**config.mk**
```make
export PLATFORM = sky130hd
export DESIGN_NAME = act_mode_ctrl
export DESIGN_NICKNAME = d
export VERILOG_FILES = /design/src/rtl/act_mode_ctrl.sv
export SDC_FILE = /design/constraint.sdc
export NUM_CORES = 1
export LEC_CHECK = 0
export ABC_AREA = 1
export ABC_CLOCK_PERIOD_IN_PS = 1000
export CORE_MARGIN = 2
export CORE_UTILIZATION = 50
export CTS_CLUSTER_SIZE = 14
export DETAILED_ROUTE_END_ITERATION = 6
export DONT_BUFFER_PORTS = 1
export PLACE_DENSITY_LB_ADDON = 0.25
export SYNTH_ARGS = -nofsm -noshare
export SYNTH_HDL_FRONTEND = slang
export SYNTH_SLANG_ARGS = --single-unit
```
**constraint.sdc**
```tcl
create_clock -name clk -period 1 [get_ports clk]
set_input_delay 0.2 -clock clk [delete_from_list [all_inputs] [get_ports clk]]
set_output_delay 0.2 -clock clk [all_outputs]
set_load 0.05 [all_outputs]
```
**src/rtl/act_mode_ctrl.sv**
```systemverilog
`timescale 1ns/10ps
`default_nettype none
// ============================================================================
// Module      : act_mode_ctrl
// Description : Activation-mode controller. Each raw activation request is
//               synchronised (2 flops) and debounced (DEB_CYCLES consecutive
//               stable cycles). A debounced rising edge latches a per-channel
//               pending bit. A two-state scheduler (IDLE/RUN) grants the
//               lowest-index pending channel, issues a one-cycle start pulse
//               and waits for that channel's done before the next grant.
//               A rising edge on a channel that is still pending is recorded
//               in a sticky overrun flag.
// Optional    : `define ACT_TIMEOUT_EN adds a RUN watchdog of TIMEOUT_CYCLES
//               cycles. Without it RUN waits for done indefinitely and
//               timeout is tied low.
// Ports       : clk        rising-edge clock
//               rst        asynchronous active-high reset
//               act_in     [NUM_CH]  raw asynchronous activation requests
//               done_in    [NUM_CH]  per-channel completion from engines
//               start_out  [NUM_CH]  one-cycle one-hot start pulse
//               busy                 high while a channel is in RUN
//               grant_id   [CH_W]    index of current/last granted channel
//               overrun    [NUM_CH]  sticky lost-request flags
//               timeout              one-cycle watchdog abort pulse
// Revision    : 1.0  initial release
// ============================================================================
module act_mode_ctrl #(
    parameter int  NUM_CH         = 3,
    parameter int  DEB_CYCLES     = 16,
    parameter int  TIMEOUT_CYCLES = 65535,
    localparam int CH_W           = (NUM_CH > 1) ? $clog2(NUM_CH) : 1
) (
    input  logic              clk,
    input  logic              rst,
    input  logic [NUM_CH-1:0] act_in,
    input  logic [NUM_CH-1:0] done_in,
    output logic [NUM_CH-1:0] start_out,
    output logic              busy,
    output logic [CH_W-1:0]   grant_id,
    output logic [NUM_CH-1:0] overrun,
    output logic              timeout
);

    // Debounce counter only has to reach DEB_CYCLES-1.
    localparam int C_CNT_W = (DEB_CYCLES > 2) ? $clog2(DEB_CYCLES) : 1;

    typedef enum logic [0:0] {
        ST_IDLE = 1'b0,
        ST_RUN  = 1'b1
    } state_t;

    state_t            r_state;
    state_t            w_state_nxt;

    logic [NUM_CH-1:0] r_sync1;
    logic [NUM_CH-1:0] r_sync2;
    logic [NUM_CH-1:0] w_deb;
    logic [NUM_CH-1:0] r_deb_q;
    logic [NUM_CH-1:0] w_rise;
    logic [NUM_CH-1:0] r_pending;
    logic [NUM_CH-1:0] r_overrun;
    logic [NUM_CH-1:0] r_start;
    logic [NUM_CH-1:0] r_grant_oh;
    logic [CH_W-1:0]   r_grant_id;
    logic [CH_W-1:0]   w_sel;
    logic [NUM_CH-1:0] w_sel_oh;
    logic [NUM_CH-1:0] w_clear;
    logic              w_grant;
    logic              w_done;
    logic              w_expire;

    // ------------------------------------------------------------------
    // Two-flop synchronisers for the raw requests
    // ------------------------------------------------------------------
    always_ff @(posedge clk or posedge rst) begin
        if (rst) begin
            r_sync1 <= '0;
            r_sync2 <= '0;
        end else begin
            r_sync1 <= act_in;
            r_sync2 <= r_sync1;
        end
    end

    // ------------------------------------------------------------------
    // Per-channel debounce: the level only follows the synchronised input
    // once it has differed for DEB_CYCLES consecutive cycles.
    // ------------------------------------------------------------------
    generate
        for (genvar g = 0; g < NUM_CH; g++) begin : g_deb
            logic [C_CNT_W-1:0] r_cnt;
            logic               r_level;

            always_ff @(posedge clk or posedge rst) begin
                if (rst) begin
                    r_cnt   <= '0;
                    r_level <= 1'b0;
                end else if (r_sync2[g] == r_level) begin
                    r_cnt   <= '0;
                end else if (r_cnt == C_CNT_W'(DEB_CYCLES - 1)) begin
                    r_cnt   <= '0;
                    r_level <= r_sync2[g];
                end else begin
                    r_cnt   <= r_cnt + 1'b1;
                end
            end

            assign w_deb[g] = r_level;
        end
    endgenerate

    // Registered copy of the debounced level gives a one-cycle rise strobe,
    // so pending is set the cycle after the debounced level goes high.
    always_ff @(posedge clk or posedge rst) begin
        if (rst) begin
            r_deb_q <= '0;
        end else begin
            r_deb_q <= w_deb;
        end
    end

    assign w_rise = w_deb & ~r_deb_q;

    // ------------------------------------------------------------------
    // Lowest-index pending channel (scan from the top so the lowest wins)
    // ------------------------------------------------------------------
    always_comb begin
        w_sel    = '0;
        w_sel_oh = '0;
        for (int i = NUM_CH - 1; i >= 0; i--) begin
            if (r_pending[i]) begin
                w_sel       = CH_W'(i);
                w_sel_oh    = '0;
                w_sel_oh[i] = 1'b1;
            end
        end
    end

    // Only the granted channel's completion is honoured.
    assign w_done = |(done_in & r_grant_oh);

    // ------------------------------------------------------------------
    // Optional RUN watchdog
    // ------------------------------------------------------------------
`ifdef ACT_TIMEOUT_EN
    localparam int C_WD_W = (TIMEOUT_CYCLES > 1) ? $clog2(TIMEOUT_CYCLES) : 1;

    logic [C_WD_W-1:0] r_wdog;

    // Counts RUN cycles; zero in the start cycle of every RUN.
    always_ff @(posedge clk or posedge rst) begin
        if (rst) begin
            r_wdog <= '0;
        end else if ((r_state == ST_RUN) && (w_state_nxt == ST_RUN)) begin
            r_wdog <= r_wdog + 1'b1;
        end else begin
            r_wdog <= '0;
        end
    end

    assign w_expire = (r_state == ST_RUN) && !w_done &&
                      (r_wdog == C_WD_W'(TIMEOUT_CYCLES - 1));
`else
    logic w_unused_timeout;
    assign w_unused_timeout = (TIMEOUT_CYCLES != 0);
    assign w_expire         = 1'b0;
`endif

    // ------------------------------------------------------------------
    // Scheduler FSM
    // ------------------------------------------------------------------
    always_ff @(posedge clk or posedge rst) begin
        if (rst) begin
            r_state <= ST_IDLE;
        end else begin
            r_state <= w_state_nxt;
        end
    end

    // Leaving RUN always lands in IDLE for a full cycle, which guarantees
    // the idle gap between consecutive grants.
    always_comb begin
        w_state_nxt = r_state;
        w_grant     = 1'b0;
        case (r_state)
            ST_IDLE: begin
                if (|r_pending) begin
                    w_state_nxt = ST_RUN;
                    w_grant     = 1'b1;
                end
            end
            ST_RUN: begin
                if (w_done || w_expire) begin
                    w_state_nxt = ST_IDLE;
                end
            end
            default: begin
                w_state_nxt = ST_IDLE;
            end
        endcase
    end

    assign w_clear = w_grant ? w_sel_oh : '0;

    // ------------------------------------------------------------------
    // Pending / overrun bookkeeping and grant registers
    // ------------------------------------------------------------------
    // A rise that coincides with its own grant re-arms pending and is not
    // a lost request; a rise while pending stays set is.
    always_ff @(posedge clk or posedge rst) begin
        if (rst) begin
            r_pending  <= '0;
            r_overrun  <= '0;
            r_start    <= '0;
            r_grant_id <= '0;
            r_grant_oh <= '0;
        end else begin
            r_pending <= (r_pending & ~w_clear) | w_rise;
            r_overrun <= r_overrun | (w_rise & r_pending & ~w_clear);
            r_start   <= w_clear;
            if (w_grant) begin
                r_grant_id <= w_sel;
                r_grant_oh <= w_sel_oh;
            end
        end
    end

    assign start_out = r_start;
    assign busy      = (r_state == ST_RUN);
    assign grant_id  = r_grant_id;
    assign overrun   = r_overrun;
    assign timeout   = w_expire;

endmodule

`default_nettype wire

```
After elaboration in Yosys (flattened, before gate mapping)
Index checks and enable logic that the tools add are counted.
{"block": "op_classes", "n_addsub": 3, "multipliers": 0, "div": 0, "n_lt_le_gt_ge": 0, "n_eq_ne": 6, "shift": 0, "mux": 17, "bitwise_logic": 13, "n_reduce_logical": 5}
{"operator": "4-bit two-way mux", "count": 6}
{"operator": "3-bit bitwise AND", "count": 5}
{"operator": "4-bit by 1-bit adder with 4-bit output (second input constant)", "count": 3}
{"operator": "4-bit equality test (second input constant)", "count": 3}
{"operator": "3-bit two-way mux", "count": 4}
{"operator": "2-bit two-way mux", "count": 3}
{"operator": "3-bit NOT", "count": 2}
{"operator": "3-bit bitwise OR", "count": 2}
{"operator": "2-bit AND reduction", "count": 3}
{"operator": "3-bit OR reduction", "count": 2}
{"operator": "1-bit NOT", "count": 4}
{"operator": "1-bit equality test", "count": 3}
{"operator": "1-bit two-way mux", "count": 3}
{"operator": "1-bit one-hot mux with 2 select lines", "count": 1}
{"block": "word_totals", "regBits": 39, "latch_bits": 0, "mem_bits_rw": 0, "romBits": 0, "inputBits": 8, "out_inout_bits": 10, "elab_cells": 59, "mem_count": 0}

Logic depth before layout (Yosys ltp)
Gate-level depths: netlist (run 1).
{"block": "depth", "word_depth": 7, "ltp_mapped": 6}

Least setup slack after synthesis (run 1)
No wires, ideal clock.
{"block": "synth_path", "kind": "register to register", "startpoint": "reg r_state (netlist: busy)", "endpoint": "reg r_overrun[1] (netlist: overrun[1])", "arrival_time_ns": 1.115, "t_required_ns": 0.925, "setup_slack_ns": -0.191, "path_stages_with_launch": 5, "path_cell_list": "dfrtp_1 inv_1 nand3_1 nand2_1 o21bai_2"}
{"block": "synth_via", "elab_chain_len": 5}
{"element": "start: declaration", "line_no": "52", "text": "state_t r_state;"}
{"element": "start signal: assignment", "line_no": "176", "text": "r_state <= w_state_nxt;"}
{"element": "1-bit two-way mux", "line_no": "185", "text": "case (r_state)"}
{"element": "3-bit two-way mux", "line_no": "203", "text": "assign w_clear = w_grant ? w_sel_oh : '0;"}
{"element": "3-bit NOT", "line_no": "219", "text": "r_overrun <= r_overrun | (w_rise & r_pending & ~w_clear);"}
{"element": "3-bit bitwise AND", "line_no": "219"}
{"element": "3-bit bitwise OR", "line_no": "219"}
{"element": "end signal: assignment", "line_no": "219"}
{"element": "end: declaration", "line_no": "61", "text": "logic [NUM_CH-1:0] r_overrun;"}
No other way between the ends.
A chain may end at the register's enable or synchronous reset.

Final worst setup path (run 1)
{"block": "layout_path", "startpoint": "reg r_overrun[1] (netlist: overrun[1])", "endpoint": "out overrun[1]"}
{"element": "end: declaration", "line_no": "40", "text": "output logic [NUM_CH-1:0] overrun,"}
No word-level cell between the ends.

==> results.sh, run 1 <==
export IMPL_vdd_drop_max_mv=1.30
export IMPL_reg2regPathDepth=6
export IMPL_grt_pass1_wl_um=4420
export IMPL_start_util_pct=52.5
export IMPL_p_leak_nw=0.995
export IMPL_rsz0062_at_grt="yes"
export IMPL_drc=0
export IMPL_max_freq_ghz=0.885
export IMPL_violations="setup timing"
export IMPL_final_cells=204
export IMPL_row_count=19
export IMPL_cts_buffers=5
export IMPL_syn_cell_area_um2=1450
export IMPL_antenna_left=0
export IMPL_first_pass_iters=4
export IMPL_die_x_um=57.8
export IMPL_outcome="finished with violations"
export IMPL_drt_iter0_drc=26
export IMPL_yosysTopAreaCellShare_pct=63.9
export IMPL_min_path_type="in2reg"
export IMPL_cts_tree="built"
export IMPL_drt_wl_total_um=2790
export IMPL_dp_cells=187
export IMPL_cp_depth=1
export IMPL_cp_required_ps=800
export IMPL_synth_cell_types=22
export IMPL_crit_path_end_kind="output port"
export IMPL_wl_met2_um=1570
export IMPL_async_flop_share_pct=100
export IMPL_wl_met1_um=1040
export IMPL_whs_ps=62.1
export IMPL_synth_top_area_cell="dfrtp_1"
export IMPL_yosys_top_cells_area="dfrtp_1 64%, nand2_1 8.8%, inv_1 4.9%"
export IMPL_clock_latency_ps=340
export IMPL_pre_cts_ws_ps=-75.6
export IMPL_final_nets=185
export IMPL_die_y_um=57.8
export IMPL_synthTopCellsByCount="37 x dfrtp_1, 34 x nand2_1, 19 x inv_1, 15 x nor2_1, 9 x nand3_1"
export IMPL_syn_inst=144
export IMPL_period_share_pct=113
export IMPL_yosysSeqAreaShare_pct=63.9
export IMPL_yosysWarnings=0
export IMPL_ys_seq_elements=37
export IMPL_crit_fanout=2
export IMPL_core_area_um2=2760
export IMPL_die_area_um2=3340
export IMPL_track_usage_pct=18.3
export IMPL_critical_path_class="reg2out"
export IMPL_yosysMostFrequentCell="dfrtp_1"
export IMPL_grt_max_degree=16
export IMPL_layout_setup_ws_ps=-130
export IMPL_synth_edff_count=0
export IMPL_clock_sinks=37
export IMPL_io_buffers=0
export IMPL_routed_top_layer="met4"
export IMPL_hold_depth=3
export IMPL_cp_cell_sequence="buf_12"
export IMPL_viasPerCell=5.15
export IMPL_cpLargestDelayFamily="flip-flops"
export IMPL_drv_slew=0
export IMPL_startpoint_type="flop"
export IMPL_grt_overflow=0
export IMPL_cts_root_buffer="clkbuf_4"
export IMPL_clockBufferDepth=2
export IMPL_ioPinCount=18
export IMPL_setup_violations_final=17
export IMPL_h_tree_depth=2
export IMPL_first_global_vias=1091
export IMPL_hold_violations=0
export IMPL_antenna_found_initial=0
export IMPL_dp_hpwl_um=1730
export IMPL_powerDensity_nw_per_um2=1280
export IMPL_path_clk_slew_ps=100
export IMPL_avgSynthCellArea_um2=10.1
export IMPL_cp_arrival_ps=930
export IMPL_fin_crit_ps=1130
export IMPL_vias=1050
export IMPL_synth_ff_type="dfrtp_1"
export IMPL_slowest_stage="dfrtp_1"
export IMPL_drive_gt1_share_pct=43.4
export IMPL_critPathBufInv=1
export IMPL_syn_nets=155
export IMPL_fin_skew_ps=8.18
export IMPL_avgRoutedWirePerCell_um=13.7
export IMPL_drv_cap=0
export IMPL_area_growth_pct=34.2
export IMPL_gp_congestion=0.765
export IMPL_wl_met3_um=121
export IMPL_slowest_delay_ps=430
export IMPL_antenna_cells=0
[layout by cell type, fill, tap and decap left out, drive strengths merged]
| cell type | synthesis | routed |
|---|---|---|
| dfrtp | 37 | 37 |
| nand2 | 36 | 36 |
| buf | 3 | 22 |
| inv | 20 | 19 |
| nor2 | 17 | 17 |
| nand3 | 9 | 9 |
| clkbuf | 0 | 5 |
| dlygate4sd3 | 0 | 4 |
| o21ai | 3 | 3 |
| nor3 | 3 | 3 |
| nand4 | 3 | 3 |
| ha | 3 | 3 |
| o21bai | 3 | 3 |
| a21oi | 2 | 2 |
| xor2 | 2 | 2 |
| xnor2 | 2 | 2 |
| clkinvlp | 0 | 1 |
| conb | 1 | 1 |
| clkinv | 0 | 1 |
[final cells by class]
cell class              instances  area, um^2
flip-flops and latches         37         931
well taps                      31        38.8
clock inverters                 1        5.00
fillers                       211         813
inverters                      20        83.8
repair buffers                 26         283
multi-input cells              84         566
clock buffers                   5        37.5
[repair_timing]
action	in CTS	in global routing
hold buffers	4	0
endpoints found under the setup margin	19	29
buffers inserted	5	2
resized for setup	21	31
pin swaps	6	15
endpoints found under the hold margin	40	0
[worst min-delay path, delay by kind of cell]
kind | cells | cell delay [ps]
AND/OR/NAND/NOR | 3 | 160
[power breakdown]
group / total [W] / switching (W) / internal (W)
logic: 0.000226 / 0.000124 / 0.000101
clock network: 0.000694 / 0.000450 / 0.000244
registers: 0.00158 / 0.0000372 / 0.00154
[state kept, by name, summed over array words and instances (netlist names)]
register,flops
g_deb.r_cnt,12
g_deb.r_level,3
overrun,3
r_deb_q,3
r_grant_oh,3
r_pending,3
r_sync1,3
r_sync2,3
start_out,3
busy,1
[cells by family (layout without fill, tap and decap cells)]
logic type                 count (synthesis)  count (layout)  synth area share [%]
AOI/OAI and AO/OA                          8               8                  3.54
xor gates and xnor gates                   4               4                  2.42
adders and majority gates                  3               3                  2.59
buffers and inverters                     23              52                  6.74
DFF                                       37              37                  63.9
other                                      1               1                 0.259
and+or+nand+nor                           68              68                  20.6
[per-stage QoR]
stage                     setup TNS, ps  power, W  utilization [%]  area (um^2)
after floorplan                   -9.29   0.00170                -         1450
after global placement            -21.3   0.00175             59.7         1650
after detailed placement           -345   0.00177             59.7         1650
after CTS                          -964   0.00247             66.0         1820
after global routing              -2150   0.00261             70.5         1940
final                              -998   0.00250             70.5         1940
[worst paths after layout]
kind                                             startpoint                           to  slack, ps
worst min register to register         r_sync1[2]$_DFF_PP0_         r_sync2[2]$_DFF_PP0_        360
worst max register to register  g_deb[0].r_cnt[1]$_DFF_PP0_  g_deb[0].r_cnt[3]$_DFF_PP0_        -50
min in group asynchronous                               rst    r_grant_oh[2]$_DFFE_PP0P_        290
worst max-delay path                   overrun[1]$_DFF_PP0_                   overrun[1]       -130
max in group asynchronous                               rst  g_deb[2].r_cnt[3]$_DFF_PP0_        260
worst min-delay path                             done_in[0]               busy$_DFF_PP0_         60
[per-layer routing]
layer  vias up  global-route usage (%)
met5         -                       0
met4         0                    12.3
met3         6                    4.91
met2        26                    31.5
met1       516                    19.6
li1        502                       -
No activity file was read; power rests on OpenSTA's default activity.
==> inputs of run 2 (changes only) <==
Settings changed: CAP_MARGIN set to 20, GPL_TIMING_DRIVEN set to 0.
==> results.sh, run 2 (same netlist as run 1, synthesis figures left out) <==
export IMPL_drt_iter0_drc=11
export IMPL_clkPwrFrac_pct=37.1
export IMPL_combinationalPowerShare_pct=7.7
export IMPL_layout_setup_ws_ps=-100
export IMPL_violations="setup timing"
export IMPL_crit_path_end_kind="output port"
export IMPL_grt_pass1_wl_um=3920
export IMPL_whs_ps=24.1
export IMPL_die_y_um=57.8
export IMPL_period_share_pct=110
export IMPL_area_growth_pct=31.3
export IMPL_die_area_um2=3340
export IMPL_cp_arrival_ps=900
export IMPL_antenna_found_initial=0
export IMPL_grt_overflow=0
export IMPL_row_count=19
export IMPL_drv_cap=0
export IMPL_fin_crit_ps=1100
export IMPL_h_tree_depth=2
export IMPL_gp_congestion=0.768
export IMPL_ff_latch_area_um2=936
export IMPL_cp_cell_sequence="buf_6"
export IMPL_clockBufferDepth=2
export IMPL_avgRoutedWirePerCell_um=13.4
export IMPL_first_global_vias=971
export IMPL_cts_buffers=5
export IMPL_cpLargestDelayFamily="flip-flops"
export IMPL_ioPinCount=18
export IMPL_layout_commonest_cell="dfrtp_1"
export IMPL_setup_violations_final=24
export IMPL_antenna_left=0
export IMPL_path_clk_slew_ps=110
export IMPL_drt_wl_total_um=2670
export IMPL_vdd_drop_max_mv=1.29
export IMPL_pre_cts_ws_ps=-95.0
export IMPL_final_cell_mix="29 x dfrtp_1, 18 x nand2_1, 14 x inv_1, 13 x nand2_2, 13 x buf_4"
export IMPL_critical_path_class="reg2out"
export IMPL_viasPerCell=5.05
export IMPL_startpoint_type="flop"
export IMPL_power_switching_w=0.000626
export IMPL_p_sw_share_pct=21.9
export IMPL_core_area_um2=2760
export IMPL_grt_max_degree=38
export IMPL_antenna_cells=0
export IMPL_total_power_w=0.00286
export IMPL_fin_util_pct=69.0
export IMPL_fin_skew_ps=9.22
export IMPL_first_pass_iters=4
export IMPL_drive_gt1_share_pct=46.2
export IMPL_cts_root_buffer="clkbuf_4"
export IMPL_p_leak_nw=0.944
export IMPL_p_int_w=0.00223
export IMPL_crit_fanout=2
export IMPL_clock_sinks=37
export IMPL_min_path_type="in2reg"
export IMPL_outcome="finished with violations"
export IMPL_track_usage_pct=15.8
export IMPL_max_freq_ghz=0.909
export IMPL_slowest_stage="dfrtp_1"
export IMPL_die_x_um=57.8
export IMPL_top_register="g_deb.r_cnt"
export IMPL_drc=0
export IMPL_multiInputGateArea_um2=588
export IMPL_n_fill_cell=196
export IMPL_cp_required_ps=800
export IMPL_power_frac_seq_pct=55.2
export IMPL_critPathBufInv=1
export IMPL_cts_tree="built"
export IMPL_hold_violations=0
export IMPL_clock_latency_ps=330
export IMPL_start_util_pct=52.5
export IMPL_design_area_um2=1900
export IMPL_final_nets=179
export IMPL_io_buffers=0
export IMPL_vias=1010
export IMPL_largest_reg_flops=12
export IMPL_slowest_delay_ps=410
export IMPL_drv_slew=0
export IMPL_rsz0062_at_grt="yes"
export IMPL_dp_hpwl_um=1410
export IMPL_powerDensity_nw_per_um2=1500
export IMPL_place_area_um2=1490
## run 2: changes by cell type in the layout (fill, tap and decap cells not counted), sizes merged
cell	previous run	this run
buf	22	15
clkbuf	5	7
inv	19	18
clkinvlp	1	2
bufinv	0	1
## run 2: layer usage
metal | part of all wire, % | track usage (%) | up-vias
met4 | 1.1 | 6.98 | 0
met1 | 40 | 17.2 | 484
met5 | 0 | 0 | -
met3 | 4.4 | 4.69 | 5
li1 | - | - | 495
met2 | 54 | 28.1 | 26
## run 2: final timing paths
| check | to | slack [ps] | depth (start not counted) | start |
|---|---|---|---|---|
| max | grant_id[0] | -100 | 1 | r_grant_oh[1]$_DFFE_PP0P_ |
| min | busy$_DFF_PP0_ | 20 | 3 | done_in[1] |
| max reg2reg | overrun[1]$_DFF_PP0_ | -70 | 4 | busy$_DFF_PP0_ |
| min reg2reg | r_sync2[0]$_DFF_PP0_ | 360 | 0 | r_sync1[0]$_DFF_PP0_ |
| max in group asynchronous | start_out[0]$_DFF_PP0_ | 270 | 2 | rst |
| min in group asynchronous | r_pending[2]$_DFF_PP0_ | 430 | 2 | rst |
## run 2: area by class of cell
cell class	count	share of cell area, %
multi-input combinational	84	30.9
clock inverter	1	1.58
clock buffer	7	2.89
inverter	20	4.54
timing repair buffer	16	6.84
buffer	3	1.58
tap	31	2.04
sequential	37	49.2
timing repair inverter	1	0.395
## run 2: stage by stage
step / TNS (ps) / cells
after global placement: -397 / 175
after global routing: -2440 / 200
after detailed placement: -719 / 175
after CTS: -790 / 196
after floorplan: -9.29 / 144
final: -1190 / 200
## run 2: power groups by stage
stage	sequential (W)	combinational, W	clock (W)
6_report	0.00158	0.000219	0.00106
3_3_place_gp	0.00160	0.000115	0
3_5_place_dp	0.00161	0.000123	0
5_1_grt	0.00159	0.000246	0.00114
4_1_cts	0.00157	0.000181	0.00108
2_1_floorplan	0.00160	0.000101	0
## run 2: timing repair
| item | in CTS | in global routing |
|---|---|---|
| hold endpoints to repair | 40 | 0 |
| resized for setup | 25 | 36 |
| endpoints found under the setup margin | 27 | 69 |
| setup buffers | 9 | 3 |
| cloned | 0 | 1 |
| hold buffers | 4 | 0 |
| pin swaps | 9 | 10 |
